File: config.mk
export PLATFORM = sky130hd
export DESIGN_NAME = octree_fetch_arbiter
export DESIGN_NICKNAME = d
export VERILOG_FILES = /design/src/rtl/octree_pkg.sv /design/src/rtl/rr_arbiter.sv /design/src/rtl/octree_fetch_arbiter.sv
export SDC_FILE = /design/constraint.sdc
export NUM_CORES = 1
export LEC_CHECK = 0
export ABC_AREA = 0
export BUFFER_PORTS_ARGS = -buffer_cell sky130_fd_sc_hd__buf_2
export CELL_PAD_IN_SITES_DETAIL_PLACEMENT = 1
export CELL_PAD_IN_SITES_GLOBAL_PLACEMENT = 1
export CORE_MARGIN = 4
export CORE_UTILIZATION = 19
export DETAILED_ROUTE_END_ITERATION = 8
export PLACE_DENSITY_LB_ADDON = 0.1
export RECOVER_POWER = 100
export SLEW_MARGIN = 20
export SYNTH_ARGS = -nofsm -noshare
export SYNTH_HDL_FRONTEND = slang
export SYNTH_SLANG_ARGS = --single-unit
File: constraint.sdc
create_clock -name clk -period 4.2 [get_ports clk]
set_input_delay 0.42 -clock clk [delete_from_list [all_inputs] [get_ports clk]]
set_output_delay 0.42 -clock clk [all_outputs]
set_load 0.005 [all_outputs]
File: src/rtl/octree_pkg.sv
// rtl/octree_pkg.sv - shared widths, ROM depth and response pipeline type for the octree fetch path
package octree_pkg;

    localparam int OCT_ADDR_W    = 32;
    localparam int OCT_DATA_W    = 32;
    localparam int OCT_ROM_DEPTH = 38;
    localparam int OCT_ID_W      = 3;

    // One response in flight: who asked, and whether the address missed the ROM
    typedef struct packed {
        logic                valid;
        logic [OCT_ID_W-1:0] id;
        logic                err;
    } oct_rsp_t;

endpackage

File: src/rtl/rr_arbiter.sv
// rtl/rr_arbiter.sv - combinational round-robin pick starting at a supplied pointer
module rr_arbiter #(
    parameter int N     = 4,
    parameter int IDX_W = $clog2(N)
) (
    input  logic [N-1:0]     req,
    input  logic [IDX_W-1:0] ptr,
    output logic [N-1:0]     gnt,
    output logic [IDX_W-1:0] gnt_idx,
    output logic             any
);

    function automatic int wrap_idx(input int a);
        return (a >= N) ? a - N : a;
    endfunction

    logic [IDX_W-1:0] idx [N];

    // Candidate order: ptr, ptr+1, ... wrapping modulo N
    always_comb begin
        for (int k = 0; k < N; k++) begin
            idx[k] = IDX_W'(wrap_idx(int'(ptr) + k));
        end
    end

    // First requester found in candidate order wins
    always_comb begin
        gnt     = '0;
        gnt_idx = '0;
        any     = 1'b0;
        for (int k = 0; k < N; k++) begin
            if (!any && req[idx[k]]) begin
                any          = 1'b1;
                gnt[idx[k]]  = 1'b1;
                gnt_idx      = idx[k];
            end
        end
    end

endmodule

File: src/rtl/octree_fetch_arbiter.sv
// rtl/octree_fetch_arbiter.sv - round-robin sharing of the octree node ROM read port
module octree_fetch_arbiter
    import octree_pkg::*;
#(
    parameter int N_REQ         = 4,
    parameter int ADDRESS_WIDTH = OCT_ADDR_W,
    parameter int DATA_WIDTH    = OCT_DATA_W,
    parameter int ROM_DEPTH     = OCT_ROM_DEPTH,
    localparam int ID_W         = $clog2(N_REQ)
) (
    input  logic                           clk,
    input  logic                           rst,
    input  logic [N_REQ-1:0]               req_valid,
    input  logic [N_REQ*ADDRESS_WIDTH-1:0] req_addr,
    output logic [N_REQ-1:0]               req_ready,
    output logic [N_REQ-1:0]               rsp_valid,
    output logic [ID_W-1:0]                rsp_id,
    output logic [DATA_WIDTH-1:0]          rsp_data,
    output logic                           rsp_err,
    output logic [ADDRESS_WIDTH-1:0]       rom_addr,
    output logic                           rom_ren,
    input  logic [DATA_WIDTH-1:0]          rom_dout
);

    logic [ID_W-1:0]          rr_ptr;
    logic [N_REQ-1:0]         arb_gnt;
    logic [ID_W-1:0]          gnt_idx;
    logic                     arb_any;
    logic                     grant;
    logic [ADDRESS_WIDTH-1:0] sel_addr;
    logic                     in_range;
    oct_rsp_t                 p;

    rr_arbiter #(.N(N_REQ), .IDX_W(ID_W)) u_arb (
        .req     (req_valid),
        .ptr     (rr_ptr),
        .gnt     (arb_gnt),
        .gnt_idx (gnt_idx),
        .any     (arb_any)
    );

    // Grant decode and ROM drive; nothing is granted while reset is held
    always_comb begin
        grant     = arb_any & ~rst;
        req_ready = rst ? '0 : arb_gnt;
        sel_addr  = req_addr[int'(gnt_idx)*ADDRESS_WIDTH +: ADDRESS_WIDTH];
        in_range  = sel_addr < ADDRESS_WIDTH'(ROM_DEPTH);
        rom_ren   = grant & in_range;
        rom_addr  = rom_ren ? sel_addr : '0;
    end

    // Pointer advance past the winner and one-stage response tag pipeline
    always_ff @(posedge clk) begin
        if (rst) begin
            rr_ptr <= '0;
            p      <= '0;
        end else begin
            if (grant) begin
                rr_ptr <= (gnt_idx == ID_W'(N_REQ-1)) ? '0 : gnt_idx + ID_W'(1);
            end
            p.valid <= grant;
            p.id    <= grant ? OCT_ID_W'(gnt_idx) : '0;
            p.err   <= grant & ~in_range;
        end
    end

    // Response is formed from the tag and the ROM's registered output; an in-flight read is dropped under reset
    always_comb begin
        rsp_valid = (p.valid && !rst) ? (N_REQ'(1) << p.id[ID_W-1:0]) : '0;
        rsp_id    = rst ? '0 : p.id[ID_W-1:0];
        rsp_err   = p.err & ~rst;
        rsp_data  = (p.valid && !p.err && !rst) ? rom_dout : '0;
    end

endmodule
==> metrics.md, run 1 <==
| Metric | Value |
|---|---|
| EDFF count, synth | `0` |
| Setup tns final | `0 ns` |
| Post-synth top flop | `dfxtp_1` |
| Final core occ | `0.317` |
| Initial Utilization | `0.196` |
| Ys async rst share | `0` |
| Reg2reg end | `p[0]` |
| Relative slew slack | `0.574` |
| Largest net degree at the start of global routing | `20` |
| Worst endpoint required time | `3.78 ns` |
| Clock Pin Slew Worst Setup and Hold Paths | `0.04 ns` |
| Final wirelength | `8450 um` |
| Synth Area in Compound Gates | `0.148` |
| I/O pin count | `242` |
| CTS sink cnt | `6` |
| All-Layer GR Usage | `0.139` |
| Non-filler cells, final | `576` |
| Reg2reg path depth | `8` |
| TritonCTS clock tree | `built` |
| Placement-stage cell area | `2940 um2` |
| WL/cell | `14.7 um` |
| 1st-iter DRT viols | `118` |
| Mapped cell area | `1820 um2` |
| Max-capacitance violation count | `0` |
| P_int | `0.553 mW` |
| Placed cell count | `573` |
| CP Max Fanout | `9` |
| Synth top area cells | `and2_1 (11%), buf_4 (11%), mux4_1 (10%)` |
| Fraction of layout cells with a size suffix above 1 | `0.483` |
| Placer congestion estimate | `0.788` |
| Dpl hpwl | `7770 um` |
| Maximum buffer depth of the clock tree | `2` |
| Synth top area share | `0.110` |
| R2r startpoint | `rr_ptr[0]` |
| Post-Syn Instances | `235` |
| Via-to-Cell Ratio | `4.47` |
| Die area | `11200 um2` |
| Min cycle time layout | `3.84 ns` |
| Final worst-path cycle share | `0.914` |
| Core area | `9280 um2` |
| CP endpoint kind | `output port` |
| Synth Area in Simple Gates | `0.417` |
| DR DRC count | `0` |
| RSZ-0062 raised after global routing | `false` |
| Mean post-synth cell area | `7.76 um2` |
| CP Launch Point | `rr_ptr[0]` |
| Antenna-violating nets left | `0` |
| Register area share after synthesis | `0.0658` |
| Final Max Slew Viols | `0` |
| Largest family of logic cells by synthesized area | `simple AND/OR/NAND/NOR gates` |
| Vias in the first global route | `2710` |
| Flop pwr share | `0.085` |
| Inserted Clock Buffers | `3` |
| P&R area growth vs syn | `61.2%` |
| Final Cell Area | `2940 um2` |
| Adder-cell share of the synthesized area | `0.0549` |
| CTS resizes | `0` |
| Critical path arrival | `3.42 ns` |
| Pleak | `1.46 nW` |
| DRT Pass-1 Iters | `4` |
| Post-CTS setup buffers | `0` |
| Initial antenna violation count | `0` |
| GRT Residual Overflow | `0` |
| Synth cell types | `50` |
| Pwr dens | `351 nW/um2` |
| Rows | `35` |
| Most common cell after layout, fill and taps aside | `buf_2` |
| Gate power share | `0.832` |
| H-tree levels | `1` |
| Top cell type by total area after synthesis | `and2_1` |
| Post-synthesis mux area share | `0.156` |
| Die height | `106 um` |
| Outcome | `finished clean` |
| Sw Share | `0.463` |
| CTS Root Cell | `clkbuf_8` |
| NetSw | `0.478 mW` |
| YS warnings | `0` |
| Nets | `623` |
| Via count | `2575` |
| Clk_lat worst skew | `0.22 ns` |
| Clock power share | `0.082` |
| XOR/XNOR Fraction of Synth Area | `0.00480` |
| Setup crit end | `rom_addr[3]` |
| Hold Violations, Final | `0` |
| Reg2Reg Setup Slack | `1.08 ns` |
| Die span in x | `106 um` |
| Setup Viol. Count Final | `0` |
| Commonest cells after routing, fill and taps aside | `buf_2 (191), nor2_1 (32), nor4_1 (26), conb_1 (26), clkbuf_1 (26)` |
| Hold crit path type | `flop to flop` |
| First-pass GRT wire length | `12800 um` |
| Startpoint Class | `flop` |
| Ant. Diodes | `0` |
| FF+latch count, synth | `6` |
| Port Buf Inserts | `215` |
| Peak VDD IR | `0.0884 mV` |
| Hold buffer count at CTS | `0` |
| Worst slew pin tran | `0.636 ns` |
| WS Path Type | `flop to output port` |
| F_max | `261 MHz` |
| Max Clock Skew | `0.00160 ns` |
## cell usage after synthesis (2+ instances only)
library cell  count
and2_1           32
nor2_1           32
buf_4            26
nor4_1           26
ha_1              8
mux4_1            7
nor3b_1           7
dfxtp_1           6
nand2_1           6
nor3_1            6
buf_2             5
nand3_1           5
a221oi_1          4
a22oi_1           4
clkbuf_1          4
nand4_1           4
nor2b_1           4
or2_2             4
a21oi_1           3
buf_6             3
mux4_2            3
o21ai_0           3
a211oi_1          2
and3b_1           2
inv_1             2
mux2_2            2
o21ai_1           2
## critical path, cell delays in order, from the launching register on
cell and delay [ns]:
dfxtp_1 0.33, inv_1 0.12, ha_1 0.45, or4b_1 0.54, a32oi_1 0.31, or2_1 0.30, mux4_2 0.59, a21boi_4 0.18
nor3b_1 0.24, clkbuf_1 0.15
## logic make-up (layout without fill, tap and decap cells)
logic type	count (synthesis)	count (layout)
buffers and inverters	40	227
adders and majority gates	8	8
muxes	13	13
AOI/OAI and AO/OA	31	31
xor gates and xnor gates	1	1
other	1	26
and+or+nand+nor	135	135
DFF	6	6
## layout make-up
type,count,area (um2)
Clock buffer,3,41.3
Fill cell,1258,6340
Inverter,2,7.51
Multi-Input combinational cell,214,1520
Sequential cell,6,120
Tap cell,129,161
Timing Repair Buffer,222,1090
## registers in the layout, summed over array words and instances, names as in the netlist
signal / count
p: 4
rr_ptr: 2
## routing by layer
layer | routed length (um) | share of wire | GRT usage | vias up
li1 | - | - | - | 1252
met1 | 2960 | 0.35 | 0.141 | 1164
met2 | 4530 | 0.54 | 0.274 | 151
met3 | 851 | 0.10 | 0.0419 | 8
met4 | 108 | 0.013 | 0.0379 | 0
met5 | 0 | 0 | 0 | -
## through the flow
step	hold slack, ns	power (mW)	setup slack [ns]
2_1_floorplan	0.546	0.740	0.691
3_3_place_gp	0.619	0.956	0.634
3_5_place_dp	0.634	0.972	0.563
4_1_cts	0.552	1.06	0.303
6_report	0.634	1.03	0.363
5_1_grt	0.709	1.15	0.0670
## worst min-delay path by stage
stage	start	endpoint	slack, ns	cells past startpoint
6_report	rr_ptr[0]	rr_ptr[0]	0.63	2
5_1_grt	rr_ptr[0]	rr_ptr[0]	0.71	2
4_1_cts	rst	rr_ptr[0]	0.55	2
3_5_place_dp	rr_ptr[0]	rr_ptr[0]	0.63	2
3_3_place_gp	rr_ptr[0]	rr_ptr[0]	0.62	2
2_1_floorplan	rst	p[4]	0.55	1
## power groups by stage
stage / combinational, mW / clock [mW] / sequential [mW]
2_1_floorplan: 0.641 / 0 / 0.0984
3_3_place_gp: 0.868 / 0 / 0.0879
3_5_place_dp: 0.884 / 0 / 0.0886
4_1_cts: 0.885 / 0.0889 / 0.0878
5_1_grt: 0.962 / 0.0921 / 0.0925
6_report: 0.858 / 0.0849 / 0.0880
(Power assumes the default switching activity.)
==> run 2: changes to the inputs <==
==> constraint.sdc (replaced) <==
create_clock -name clk -period 4.2 [get_ports clk]
set_input_delay 0.84 -clock clk [delete_from_list [all_inputs] [get_ports clk]]
set_output_delay 0.84 -clock clk [all_outputs]
set_load 0.005 [all_outputs]
==> metrics.md, run 2 (synthesis results as in run 1) <==
| Metric | Value |
|---|---|
| Outcome | `finished clean` |
| RSZ-0062 raised after global routing | `false` |
| Clock power share | `0.080 (-0.002)` |
| Gate power share | `0.839 (+0.007)` |
| Max FFs per register | `4 (unchanged)` |
| Via-to-Cell Ratio | `4.47 (about the same)` |
| Multi-input gate area | `1540 um2 (+1.3%)` |
| Hold crit path type | `flop to flop` |
| Flop pwr share | `0.081 (-0.004)` |
| Max-capacitance violation count | `0 (unchanged)` |
| First-pass GRT wire length | `12900 um (+0.81%)` |
| Sw Share | `0.460 (-0.00387)` |
| Clk_lat worst skew | `0.22 ns (about the same)` |
| DR DRC count | `0 (unchanged)` |
| Final Cell Area | `2980 um2 (+1.2%)` |
| Nets | `625 (+0.32%)` |
| WS Path Type | `flop to output port` |
| Final wirelength | `8470 um (+0.27%)` |
| Commonest cells after routing, fill and taps aside | `buf_2 (192), nor2_1 (32), nor4_1 (26), conb_1 (26), clkbuf_1 (25)` |
| Hold Violations, Final | `0 (unchanged)` |
| CTS sink cnt | `6 (unchanged)` |
| P_int | `0.585 mW (+5.8%)` |
| Placer congestion estimate | `0.733 (-6.9%)` |
| Port Buf Inserts | `215 (unchanged)` |
| Largest net degree at the start of global routing | `33 (+65%)` |
| Ant. Diodes | `0 (unchanged)` |
| Clock Pin Slew Worst Setup and Hold Paths | `0.04 ns (about the same)` |
| NetSw | `0.498 mW (+4.1%)` |
| Die area | `11200 um2 (unchanged)` |
| CP Max Fanout | `7 (-2)` |
| Core area | `9280 um2 (unchanged)` |
| DRT Pass-1 Iters | `4 (unchanged)` |
| 1st-iter DRT viols | `71 (-40%)` |
| Dpl hpwl | `7730 um (-0.59%)` |
| CTS Root Cell | `clkbuf_8` |
| Die height | `106 um (unchanged)` |
| All-Layer GR Usage | `0.140 (+0.000948)` |
| Pleak | `1.47 nW (+0.75%)` |
| TritonCTS clock tree | `built` |
| Vias in the first global route | `2639 (-2.6%)` |
| Largest regs | `p (4), rr_ptr (2)` |
| Final Max Slew Viols | `0 (unchanged)` |
| Placement-stage cell area | `2940 um2 (unchanged)` |
| Rows | `35 (unchanged)` |
| Initial antenna violation count | `0 (unchanged)` |
| Peak VDD IR | `0.119 mV (+35%)` |
| WL/cell | `14.7 um (about the same)` |
| P&R area growth vs syn | `63.1%` |
| Min cycle time layout | `3.99 ns (+0.150 ns)` |
| F_max | `251 MHz (-3.8%)` |
| Maximum buffer depth of the clock tree | `2 (unchanged)` |
| Max Clock Skew | `0.00249 ns (+0.000889 ns)` |
| Layout fillers | `1239 (-1.5%)` |
| Setup tns final | `0 ns (unchanged)` |
| Pwr dens | `364 nW/um2 (+3.8%)` |
| CP endpoint kind | `output port` |
| Worst slew pin tran | `0.891 ns (+0.255 ns)` |
| Relative slew slack | `0.406 (-0.169)` |
| Inserted Clock Buffers | `3 (unchanged)` |
| Critical path arrival | `3.15 ns (-0.27 ns)` |
| I/O pin count | `242 (unchanged)` |
| Initial Utilization | `0.196 (unchanged)` |
| GRT Residual Overflow | `0 (unchanged)` |
| Worst endpoint required time | `3.36 ns (-0.42 ns)` |
| Antenna-violating nets left | `0 (unchanged)` |
| Largest register by flop count | `p` |
| Via count | `2585 (+0.39%)` |
| Startpoint Class | `flop` |
| Most common cell after layout, fill and taps aside | `buf_2` |
| Setup Viol. Count Final | `0 (unchanged)` |
| Register area | `120 um2 (unchanged)` |
| Final worst-path cycle share | `0.949 (+0.0357)` |
| Die span in x | `106 um (unchanged)` |
| Fraction of layout cells with a size suffix above 1 | `0.492 (+0.00898)` |
| H-tree levels | `1 (unchanged)` |
[run 2: cell count changes in the layout (fill, tap and decap cells not counted), sizes merged]
cell	delta
buf	+4
clkbuf	-2
[run 2: final cells by class]
class | count | share of cell area
multi-input combinational | 214 | 0.518
inverter | 2 | 0.00252
clock buffer | 3 | 0.0139
sequential | 6 | 0.0404
tap | 129 | 0.0542
timing repair buffer | 224 | 0.371
[run 2: timing repair]
item / 4_1_cts / 5_1_grt
resized for setup: 0 / 4
setup endpoints to repair: 0 / 7
hold buffers: 0 / 0
buffers inserted: 0 / 2
[run 2: power by group through the flow]
| stage | Sequential (mW) | Clock, mW | Combinational, mW |
|---|---|---|---|
| 2_1_floorplan | 0.0984 | 0 | 0.641 |
| 3_3_place_gp | 0.0880 | 0 | 0.871 |
| 3_5_place_dp | 0.0887 | 0 | 0.893 |
| 4_1_cts | 0.0880 | 0.0895 | 0.894 |
| 5_1_grt | 0.0912 | 0.0922 | 1.01 |
| 6_report | 0.0879 | 0.0866 | 0.908 |
[run 2: stage by stage]
step	hold WS (ns)	power [mW]	setup slack [ns]	utilization	std cells
6_report	0.639	1.08	0.213	0.320	578
5_1_grt	0.676	1.19	0.0195	0.320	578
4_1_cts	0.644	1.07	0.0363	0.321	576
3_5_place_dp	0.638	0.982	0.140	0.317	573
3_3_place_gp	0.645	0.959	0.171	0.317	573
2_1_floorplan	0.637	0.740	0.271	-	260
[run 2: metal layers]
layer | track usage | vias to the layer above | share of wire
met5 | 0 | - | 0
met4 | 0.0352 | 0 | 0.018
met3 | 0.0419 | 11 | 0.11
met2 | 0.278 | 153 | 0.53
met1 | 0.142 | 1161 | 0.34
li1 | - | 1260 | -
[run 2: worst paths after layout]
check,slack (ns),start,depth (start not counted),endpoint
max,0.21,rr_ptr[1],9,rom_addr[4]
min reg2reg,0.64,rr_ptr[0],3,rr_ptr[0]
min,0.64,rr_ptr[0],3,rr_ptr[0]
max reg2reg,1.31,rr_ptr[1],8,p[0]
[run 2: critical path, cell delays in order, from the launching register on]
cell      delay, ns
dfxtp_1        0.30
inv_1          0.15
ha_2           0.35
or4b_1         0.53
a32oi_2        0.29
or2_4          0.21
mux4_2         0.56
a21boi_4       0.18
nor3b_1        0.19
clkbuf_1       0.16
